## config.mk

```make
export PLATFORM = sky130hd
export DESIGN_NAME = dmem_arbiter
export DESIGN_NICKNAME = d
export VERILOG_FILES = /design/src/rtl/dmem_pkg.sv /design/src/rtl/rr_arbiter.sv /design/src/rtl/dmem_arbiter.sv
export SDC_FILE = /design/constraint.sdc
export NUM_CORES = 1
export LEC_CHECK = 0
export CAP_MARGIN = 20
export CORE_MARGIN = 2
export CORE_UTILIZATION = 41
export DETAILED_ROUTE_END_ITERATION = 8
export PLACE_DENSITY = 0.87
export SETUP_SLACK_MARGIN = 0.1
export SYNTH_ARGS = -nofsm -noshare
export SYNTH_HDL_FRONTEND = slang
export SYNTH_SLANG_ARGS = --single-unit
```

## constraint.sdc

```tcl
create_clock -name clk -period 3.5 [get_ports clk]
set_input_delay 0.35 -clock clk [delete_from_list [all_inputs] [get_ports clk]]
set_output_delay 0.35 -clock clk [all_outputs]
set_load 0.02 [all_outputs]
```

## src/rtl/dmem_pkg.sv

```systemverilog
// Shared types and sizes for the data-memory arbiter slice.
package dmem_pkg;

    localparam int unsigned DMEM_ADDR_W = 8;
    localparam int unsigned DMEM_DATA_W = 32;
    localparam int unsigned DMEM_DEPTH  = 256;

    typedef enum logic [1:0] {
        IDLE   = 2'd0,
        SETUP  = 2'd1,
        STROBE = 2'd2,
        RESP   = 2'd3
    } dmem_state_t;

endpackage

```

## src/rtl/rr_arbiter.sv

```systemverilog
// Combinational round-robin pick: first asserted request at or after ptr, wrapping.
module rr_arbiter #(
    parameter int unsigned NUM_REQ = 2,
    parameter int unsigned IDX_W   = 1
) (
    input  logic [NUM_REQ-1:0] req,
    input  logic [IDX_W-1:0]   ptr,
    output logic [NUM_REQ-1:0] grant,
    output logic [IDX_W-1:0]   grant_idx,
    output logic               grant_any
);

    logic [IDX_W-1:0] idx;

    always_comb begin
        grant     = '0;
        grant_idx = '0;
        grant_any = 1'b0;
        idx       = '0;
        for (int unsigned off = 0; off < NUM_REQ; off++) begin
            idx = IDX_W'((32'(ptr) + off) % NUM_REQ);
            if (!grant_any && req[idx]) begin
                grant[idx] = 1'b1;
                grant_idx  = idx;
                grant_any  = 1'b1;
            end
        end
    end

endmodule

```

## src/rtl/dmem_arbiter.sv

```systemverilog
// Round-robin arbiter and sequencer sharing one async-read DataMemory among
// NUM_REQ requesters, with a registered one-cycle write strobe.
module dmem_arbiter
    import dmem_pkg::*;
#(
    parameter int unsigned NUM_REQ = 2,
    parameter int unsigned ADDR_W  = DMEM_ADDR_W,
    parameter int unsigned DATA_W  = DMEM_DATA_W
) (
    input  logic                      clk,
    input  logic                      rst_n,
    input  logic [NUM_REQ-1:0]        req_valid,
    output logic [NUM_REQ-1:0]        req_ready,
    input  logic [NUM_REQ-1:0]        req_we,
    input  logic [NUM_REQ*ADDR_W-1:0] req_addr,
    input  logic [NUM_REQ*DATA_W-1:0] req_wdata,
    output logic [NUM_REQ-1:0]        rsp_valid,
    output logic [DATA_W-1:0]         rsp_rdata,
    output logic                      busy,
    output logic [ADDR_W-1:0]         mem_address,
    output logic [DATA_W-1:0]         mem_write_data,
    output logic                      mem_write_enable,
    input  logic [DATA_W-1:0]         mem_read_data
);

    localparam int unsigned IDX_W = (NUM_REQ > 1) ? $clog2(NUM_REQ) : 1;

    dmem_state_t      state;
    dmem_state_t      state_nxt;
    logic [IDX_W-1:0] rr_ptr;
    logic [IDX_W-1:0] owner;
    logic             op_we;

    logic [NUM_REQ-1:0] grant;
    logic [IDX_W-1:0]   grant_idx;
    logic               grant_any;
    logic               accept_c;

    rr_arbiter #(
        .NUM_REQ (NUM_REQ),
        .IDX_W   (IDX_W)
    ) u_rr_arbiter (
        .req       (req_valid),
        .ptr       (rr_ptr),
        .grant     (grant),
        .grant_idx (grant_idx),
        .grant_any (grant_any)
    );

    // Ready is offered only while idle and out of reset, so no grant leaks during reset.
    assign req_ready = (rst_n && (state == IDLE)) ? grant : '0;
    assign accept_c  = (state == IDLE) && grant_any;

    always_ff @(posedge clk or negedge rst_n) begin
        if (!rst_n) begin
            state <= IDLE;
        end else begin
            state <= state_nxt;
        end
    end

    always_comb begin
        state_nxt = state;
        unique case (state)
            IDLE:    if (accept_c) state_nxt = SETUP;
            SETUP:   state_nxt = op_we ? STROBE : RESP;
            STROBE:  state_nxt = RESP;
            RESP:    state_nxt = IDLE;
            default: state_nxt = IDLE;
        endcase
    end

    // Output flops are loaded from the next state so they line up exactly with it.
    always_ff @(posedge clk or negedge rst_n) begin
        if (!rst_n) begin
            rr_ptr           <= '0;
            owner            <= '0;
            op_we            <= 1'b0;
            mem_address      <= '0;
            mem_write_data   <= '0;
            mem_write_enable <= 1'b0;
            rsp_valid        <= '0;
            rsp_rdata        <= '0;
            busy             <= 1'b0;
        end else begin
            busy             <= (state_nxt != IDLE);
            mem_write_enable <= (state_nxt == STROBE);
            rsp_valid        <= (state_nxt == RESP) ? (NUM_REQ'(1) << owner) : '0;
            if (accept_c) begin
                rr_ptr         <= (grant_idx == IDX_W'(NUM_REQ - 1)) ? '0 : grant_idx + IDX_W'(1);
                owner          <= grant_idx;
                op_we          <= req_we[grant_idx];
                mem_address    <= req_addr[32'(grant_idx) * ADDR_W +: ADDR_W];
                mem_write_data <= req_wdata[32'(grant_idx) * DATA_W +: DATA_W];
            end
            if ((state == SETUP) && !op_we) begin
                rsp_rdata <= mem_read_data;
            end
        end
    end

endmodule

```

=== After elaboration in Yosys (flattened, before gate mapping) ===
Index checks and enable logic that the tools add are counted.
Widths: inputs -> output; s select.

* Register bits after elaboration: 81
* Input bits: 118

* Add/sub/neg operators: 2
* $lt $le $gt $ge: 5
* Equality and inequality tests: 5
* Shifts and indexed selects: 3
* Mux-type cells: 22
* Bitwise gates (word level): 1
* Reduce and logical (&&, ||, !) cells: 10

{| class="wikitable"
|+ Operator list
! kind !! number
|-
| $shiftx 64x7->32 || 1
|-
| $shiftx 16x5->8 || 1
|-
| $mux 1 || 14
|-
| $mux 2 || 5
|-
| $eq 2x2->1 const B || 4
|-
| $pmux 2 s4 || 1
|-
| $logic_and 1x1->1 || 6
|-
| $lt 1x2->1 const B || 3
|-
| $add 1x1->1 const B || 2
|-
| $demux 1 s1 || 2
|-
| $eq 2x1->1 const B || 1
|-
| $ge 1x1->1 const B || 2
|-
| $logic_not 1->1 || 2
|-
| $logic_not 2->1 || 1
|-
| $or 2x2->2 || 1
|-
| $reduce_bool 2->1 || 1
|-
| $shl 1x1->2 const A || 1
|}

=== Longest topological paths before layout ===
Gate-level depths: netlist of run 1.

* Word-level depth: 11
* Gate-level depth with buffers: 6
* Gate-level depth less buffers: 5

=== Modules after synthesis ===
From an unflattened synthesis of run 1, not the netlist that was laid out.

* Cells, all modules: 281
* Area total of the unflattened synthesis: 3458.3 um2

{| class="wikitable"
|+ By module, submodules not included
! module !! times used !! cells each !! area each (um2) !! sequential area each (um2)
|-
| dmem_arbiter || 1 || 276 || 3425.8 || 2026.9
|-
| rr_arbiter || 1 || 5 || 32.5 || 0.0
|}

=== Worst setup path after synthesis of run 1 ===
No wires, ideal clock.

* Path kind: register to output
* Start: reg state[0]
* End: out req_ready[1]
* Arrival time: 1379 ps
* Required time: 3150 ps
* Slack: 1771 ps
* Stages on the path, launching flop included: 7
* Path buffers: 1
* Cell sequence: dfrtp_1 -> inv_1 -> ha_1 -> nand2_1 -> a21oi_2 -> buf_2 -> and2_1

* Longest elaborated chain between the ends: 3

{| class="wikitable"
|+ RTL lines
! what !! line !! RTL
|-
| start, declared || dmem_arbiter.sv:28 || <nowiki>dmem_state_t state;</nowiki>
|-
| start signal, assigned || dmem_arbiter.sv:58 || <nowiki>state <= state_nxt;</nowiki>
|-
| $logic_not 2->1 || dmem_arbiter.sv:51 || <nowiki>assign req_ready = (rst_n && (state == IDLE)) ? grant : '0;</nowiki>
|-
| $logic_and 1x1->1 || dmem_arbiter.sv:51 ||
|-
| $mux 2 || dmem_arbiter.sv:51 ||
|-
| end, declared || dmem_arbiter.sv:13 || <nowiki>output logic [NUM_REQ-1:0] req_ready,</nowiki>
|}

Every way passes these cells.

=== Worst setup path after layout of run 1 ===
Ends and elaborated chain as after synthesis.

==> results of run 1 <==
-- cells by family after synthesis --
group,share of synthesized area
AOI/OAI and AO/OA,0.139
adders and majority gates,0.0151
buffers and inverters,0.0280
DFF,0.612
muxes,0.109
and+or+nand+nor,0.0968
-- power by group --
group	leakage, nW	internal, W	total, W	switching [W]
registers	0.980	0.00140	0.00163	0.000232
clock network	0.120	0.000446	0.000780	0.000333
logic	1.24	0.00143	0.00268	0.00125
total	2.34	0.00328	0.00510	0.00182
-- cell usage in the layout (no fill, tap or decap), types with 2 or more instances in the layout --
cell / count
nand2_1: 2
a221o_1: 41
and2_0: 28
clkdlybuf4s50_1: 194
mux2_2: 30
dfrtp_1: 81
clkbuf_8: 11
bufinv_16: 2
a21o_1: 2
clkinv_4: 2
buf_4: 6
mux2_1: 2
and2_1: 15
a21oi_4: 2
inv_1: 3
ha_1: 4
-- registers in the layout, indices dropped and copies added (netlist names), 2 cells and up --
register / count
state: 2
rsp_valid: 2
rsp_rdata: 32
mem_address: 8
mem_write_data: 32
-- worst min-delay path by stage --
stage | start | endpoint | depth (start not counted)
floorplan | rst_n | busy$_DFF_PN0_ | 0
detailed placement | rsp_rdata[5]$_DFFE_PN0P_ | rsp_rdata[5]$_DFFE_PN0P_ | 1
CTS | rst_n | mem_write_data[17]$_DFFE_PN0P_ | 2
finish | rst_n | mem_write_data[14]$_DFFE_PN0P_ | 2
global route | rst_n | mem_address[4]$_DFFE_PN0P_ | 2
global placement | owner$_DFFE_PN0P_ | owner$_DFFE_PN0P_ | 1
-- through the flow --
stage	power (W)	instance area (um^2)
finish	0.00510	5620
global route	0.00539	5620
floorplan	0.00309	3310
detailed placement	0.00436	5360
CTS	0.00515	5600
global placement	0.00427	5360
-- routing by layer --
layer / vias to the layer above / part of all wire / wire length (um)
met5: - / 0 / 0
met4: 0 / 0.019 / 170
met3: 14 / 0.070 / 639
met2: 124 / 0.50 / 4520
met1: 1348 / 0.41 / 3730
li1: 1267 / - / -
-- synth_stat cells, drive strengths merged --
cell | count | area, um^2
nand2b | 1 | 6.26
a21o | 2 | 15.0
and3b | 1 | 8.76
a32oi | 1 | 8.76
inv | 3 | 11.3
dfrtp | 81 | 2030
or2 | 1 | 6.26
a221o | 41 | 410
nor2 | 1 | 3.75
buf | 11 | 62.6
o21ai | 1 | 8.76
and3 | 1 | 6.26
nand2 | 2 | 7.51
and2 | 43 | 269
ha | 4 | 50.1
clkbuf | 5 | 18.8
a21oi | 2 | 17.5
nor2b | 2 | 12.5
mux2 | 32 | 360
-- worst max-delay path, delay by kind of cell (launching register included) --
kind	cells	cell delay [ps]
buffers and inverters	2	730
flip-flops	1	390
adder cells (fa/ha/maj)	1	270
AO/OA/AOI/OAI	1	130
AND/OR/NAND/NOR	2	240
-- final cells by class --
cell class | count | area [um^2] | area share
multi-input cells | 135 | 1210 | 0.215
inverters | 3 | 11.3 | 0.00200
clock buffers | 11 | 151 | 0.0269
repair buffers | 201 | 2010 | 0.357
clock inverters | 5 | 86.3 | 0.0154
flip-flops and latches | 81 | 2030 | 0.361
well taps | 102 | 128 | 0.0227
==> flow_summary.yaml, run 1 <==
outcome:
  outcome: "finished, final reports clean"
detailed_routing:
  wl_um: 9070
  drcViolationCount: 0
  drt_iter0_drc: 77
  ant_nets: 0
  post_drt_wl_per_cell_um: 16.9
  via_per_inst: 5.12
  via_count: 2753
  drt_first_pass_iters: 4
grt:
  use_met1: 0.252
  grt_pass1_vias: 2913
  overflow: 0
  grt_pass1_wl_um: 14200
  antenna_found_initial: 0
  top_usage_layer: "met2"
  globalRouteMet3Util: 0.0465
  grt_max_degree: 82
  grt_use_total: 0.206
  grtUsageMet2: 0.355
critical_path:
  ff2ff_path_depth: 6
  ff2ff_setup_slack_ps: 1620
  startpoint: "state[0]$_DFF_PN0_"
  cpMaxStageDelayCell: "clkdlybuf4s50_1"
  reg2reg_to: "mem_write_data[0]$_DFFE_PN0P_"
  critPathMaxStageDelay_ps: 610
  critPathLaunchType: "flip-flop"
  worstPathCellList: "inv_1 > ha_1 > nand2_1 > a21oi_4 > and2_1 > clkdlybuf4s50_1"
  cp-endpoint: "req_ready[1]"
  end_kind: "output pin"
  critPathArrivalTime_ps: 2100
  reg2reg_from: "state[0]$_DFF_PN0_"
  worstPathRequired_ps: 3150
  crit_type: "reg -> out"
  path_max_fanout: 4
timing:
  rsz0062_at_grt: "no"
  slew_viol_final: 0
  skew_ps: 12.8
  hold_viol: 0
  hold_slack_ps: 63.6
  tightest_slew_ps: 565
  finalSetupTns_ps: 0
  relSlewSlack: 0.623
  fmax_ghz: 0.408
  period_share: 0.700
  setup_ws_ps: 1050
  setup_viol: 0
  min_period_ps: 2450
final_layout:
  fin_nets: 553
  drive_gt1_frac: 0.131
  n_fill_cell: 543
  syn_to_final_growth_pct: 69.7
  antennaDiodeCount: 0
  post-route-util: 0.723
  layout.cells.non_filler: 538
placement:
  place_ws_ps: 1230
  io_buffers: 195
  placedCellCount: 521
  gp_congestion: 0.720
  place_hpwl_um: 6540
clock_network:
  cts_hold_buf: 0
  clkTransAtPathRegs_ps: 80
  insertion_delay_ps: 340
  cts_resized: 0
  cts_tree: "done"
  htreeDepth: 3
  numCtsBuffers: 9
  post_cts.repair.setup_buffers: 0
  clock_path_buffers: 2
  root_buffer: "clkbuf_8"
  clock_sinks: 81
synth:
  netlist_area_mm2: 0.00331
  ys_types: 22
  yosys_warnings: 0
  synth-seq-cells: 81
  synthCells: 235
  syn_avg_cell_area_um2: 14.1
  synth_nets: 357
  synth.yosys.seq_area_share: 0.612
run:
  cap_violations: 0
floorplanning:
  die_area_mm2: 0.00881
  rows: 32
  fp.dieW_um: 93.9
  io_pins: 196
  initial_core_util: 0.426
  core_area_mm2: 0.00777
  die_height_um: 93.9
power_and_ir_drop:
  p_leak_nw: 2.34
  vdd_drop_max_uv: 556
  p_per_area_mw_per_mm2: 907
min_path:
  min_path_type: "in -> async"
Note: power is estimated with default switching activity, not from simulation.
==> run 2: changes to the inputs <==
- CORE_UTILIZATION: 41 -> 34
- PLACE_DENSITY: 0.87 -> 0.77
- clock period: 3.5 -> 2.1 ns (I/O delays scaled with it)
==> run 2 against run 1 <==
Wire length rose by 1.3%. Utilization fell by 13 points. Combinational power is 69% higher. Clock power rose by 76%. Design area is 1.6% higher. Flip-flop and latch count stayed put. Critical path depth unchanged. Worst setup slack got worse by 770 ps. Clock skew down 6.3 ps. Clock-buffer cell count is the same. Largest cell class is now buffers. Highest routed layer unchanged.
==> flow_summary.yaml, run 2 (same netlist as run 1, synthesis figures left out) <==
grt:
  grt_use_total: 0.172
  grt_pass1_vias: 2777
  antenna_found_initial: 0
  grt_pass1_wl_um: 13700
  overflow: 0
  grt_max_degree: 82
timing:
  fmax_ghz: 0.549
  setup_viol: 0
  finalSetupTns_ps: 0
  rsz0062_at_grt: "no"
  tightest_slew_ps: 450
  slew_viol_final: 0
  min_period_ps: 1820
  skew_ps: 6.46
  relSlewSlack: 0.700
  period_share: 0.867
  hold_viol: 0
clock_network:
  clock_sinks: 81
  post_cts.repair.setup_buffers: 0
  clock_path_buffers: 2
  cts_tree: "done"
  root_buffer: "clkbuf_8"
  numCtsBuffers: 9
  insertion_delay_ps: 340
  clkTransAtPathRegs_ps: 80
  htreeDepth: 3
power_and_ir_drop:
  p_leak_nw: 2.36
  p_per_area_mw_per_mm2: 1510
  vdd_drop_max_uv: 807
min_path:
  min_path_type: "in -> async"
detailed_routing:
  drt_iter0_drc: 46
  via_per_inst: 4.71
  drcViolationCount: 0
  ant_nets: 0
  wl_um: 9180
  drt_first_pass_iters: 4
  via_count: 2689
  post_drt_wl_per_cell_um: 16.1
final_layout:
  design_area_mm2: 0.00571
  fin_nets: 555
  syn_to_final_growth_pct: 72.4
  most-common-layout-cells: "192 x clkdlybuf4s50_1, 81 x dfrtp_1, 41 x a221o_1, 30 x mux2_2, 28 x and2_0"
  antennaDiodeCount: 0
  top_regs: "mem_write_data: 32 flops, rsp_rdata: 32 flops, mem_address: 8 flops"
  post-route-util: 0.595
  drive_gt1_frac: 0.137
  n_fill_cell: 784
  final_common_cell: "clkdlybuf4s50_1"
  layout.cells.non_filler: 571
placement:
  io_buffers: 195
  dpl_cell_area_mm2: 0.00543
  gp_congestion: 0.700
  place_hpwl_um: 6600
  placedCellCount: 553
critical_path:
  reg2reg_to: "mem_write_data[2]$_DFFE_PN0P_"
  crit_type: "reg -> out"
  ff2ff_setup_slack_ps: 390
  worstPathRequired_ps: 1890
  ff2ff_path_depth: 6
  startpoint: "state[0]$_DFF_PN0_"
  reg2reg_from: "state[0]$_DFF_PN0_"
  critPathArrivalTime_ps: 1610
  path_max_fanout: 4
  cp-endpoint: "req_ready[1]"
  end_kind: "output pin"
  critPathLaunchType: "flip-flop"
floorplanning:
  rows: 36
  io_pins: 196
  initial_core_util: 0.345
  die_area_mm2: 0.0105
  fp.dieW_um: 103
  die_height_um: 103
  core_area_mm2: 0.00959
run:
  cap_violations: 0
outcome:
  outcome: "finished, final reports clean"
## run 2: worst max-delay path, cell delays in order, from the launching register on
cell	delay (ps)
dfrtp_1	390
inv_1	130
ha_2	240
nand2_1	100
a21oi_4	120
and2_1	140
clkbuf_2	160
## run 2: worst min path at each step
| stage | startpoint | to | slack [ps] |
|---|---|---|---|
| 2_1_floorplan | rst_n | busy$_DFF_PN0_ | -90 |
| 3_3_place_gp | owner$_DFFE_PN0P_ | owner$_DFFE_PN0P_ | 470 |
| 3_5_place_dp | rsp_rdata[6]$_DFFE_PN0P_ | rsp_rdata[6]$_DFFE_PN0P_ | 480 |
| 4_1_cts | rst_n | mem_write_data[12]$_DFFE_PN0P_ | 170 |
| 5_1_grt | rst_n | mem_write_data[14]$_DFFE_PN0P_ | 410 |
| 6_report | rst_n | mem_write_data[9]$_DFFE_PN0P_ | 400 |
## run 2: repair_timing
item / 4_1_cts / 5_1_grt
resized for setup: 5 / 2
setup endpoints to repair: 2 / 2
hold buffers: 0 / 1
hold endpoints to repair: 0 / 7
gates cloned: 0 / 0
## run 2: where the power goes
part | internal (W) | switching, W | total (W) | leakage (nW)
combinational | 0.00244 | 0.00208 | 0.00452 | 1.26
clock | 0.000821 | 0.000553 | 0.00137 | 0.120
sequential | 0.00234 | 0.000374 | 0.00271 | 0.980
## run 2: per-stage QoR
stage | power (W) | setup slack (ps) | hold slack [ps]
floorplan | 0.00515 | 511 | -85.6
global placement | 0.00718 | 146 | 471
detailed placement | 0.00729 | 140 | 481
CTS | 0.00871 | 108 | 170
global route | 0.00912 | 152 | 413
finish | 0.00861 | 279 | 403
## run 2: area by class of cell
type	count	area, um^2	area share
Timing Repair Buffer	203	2050	0.359
Sequential cell	81	2030	0.355
Multi-Input combinational cell	135	1210	0.212
Tap cell	133	166	0.0292
Clock buffer	11	141	0.0248
Clock inverter	5	103	0.0180
Inverter	3	11.3	0.00197
## run 2: metal layers
metal	track usage	routed length [um]	vias to the layer above
met3	0.0495	780	12
met2	0.281	4370	124
li1	-	-	1258
met1	0.212	3880	1295
met5	0	0	-
met4	0.0738	153	0
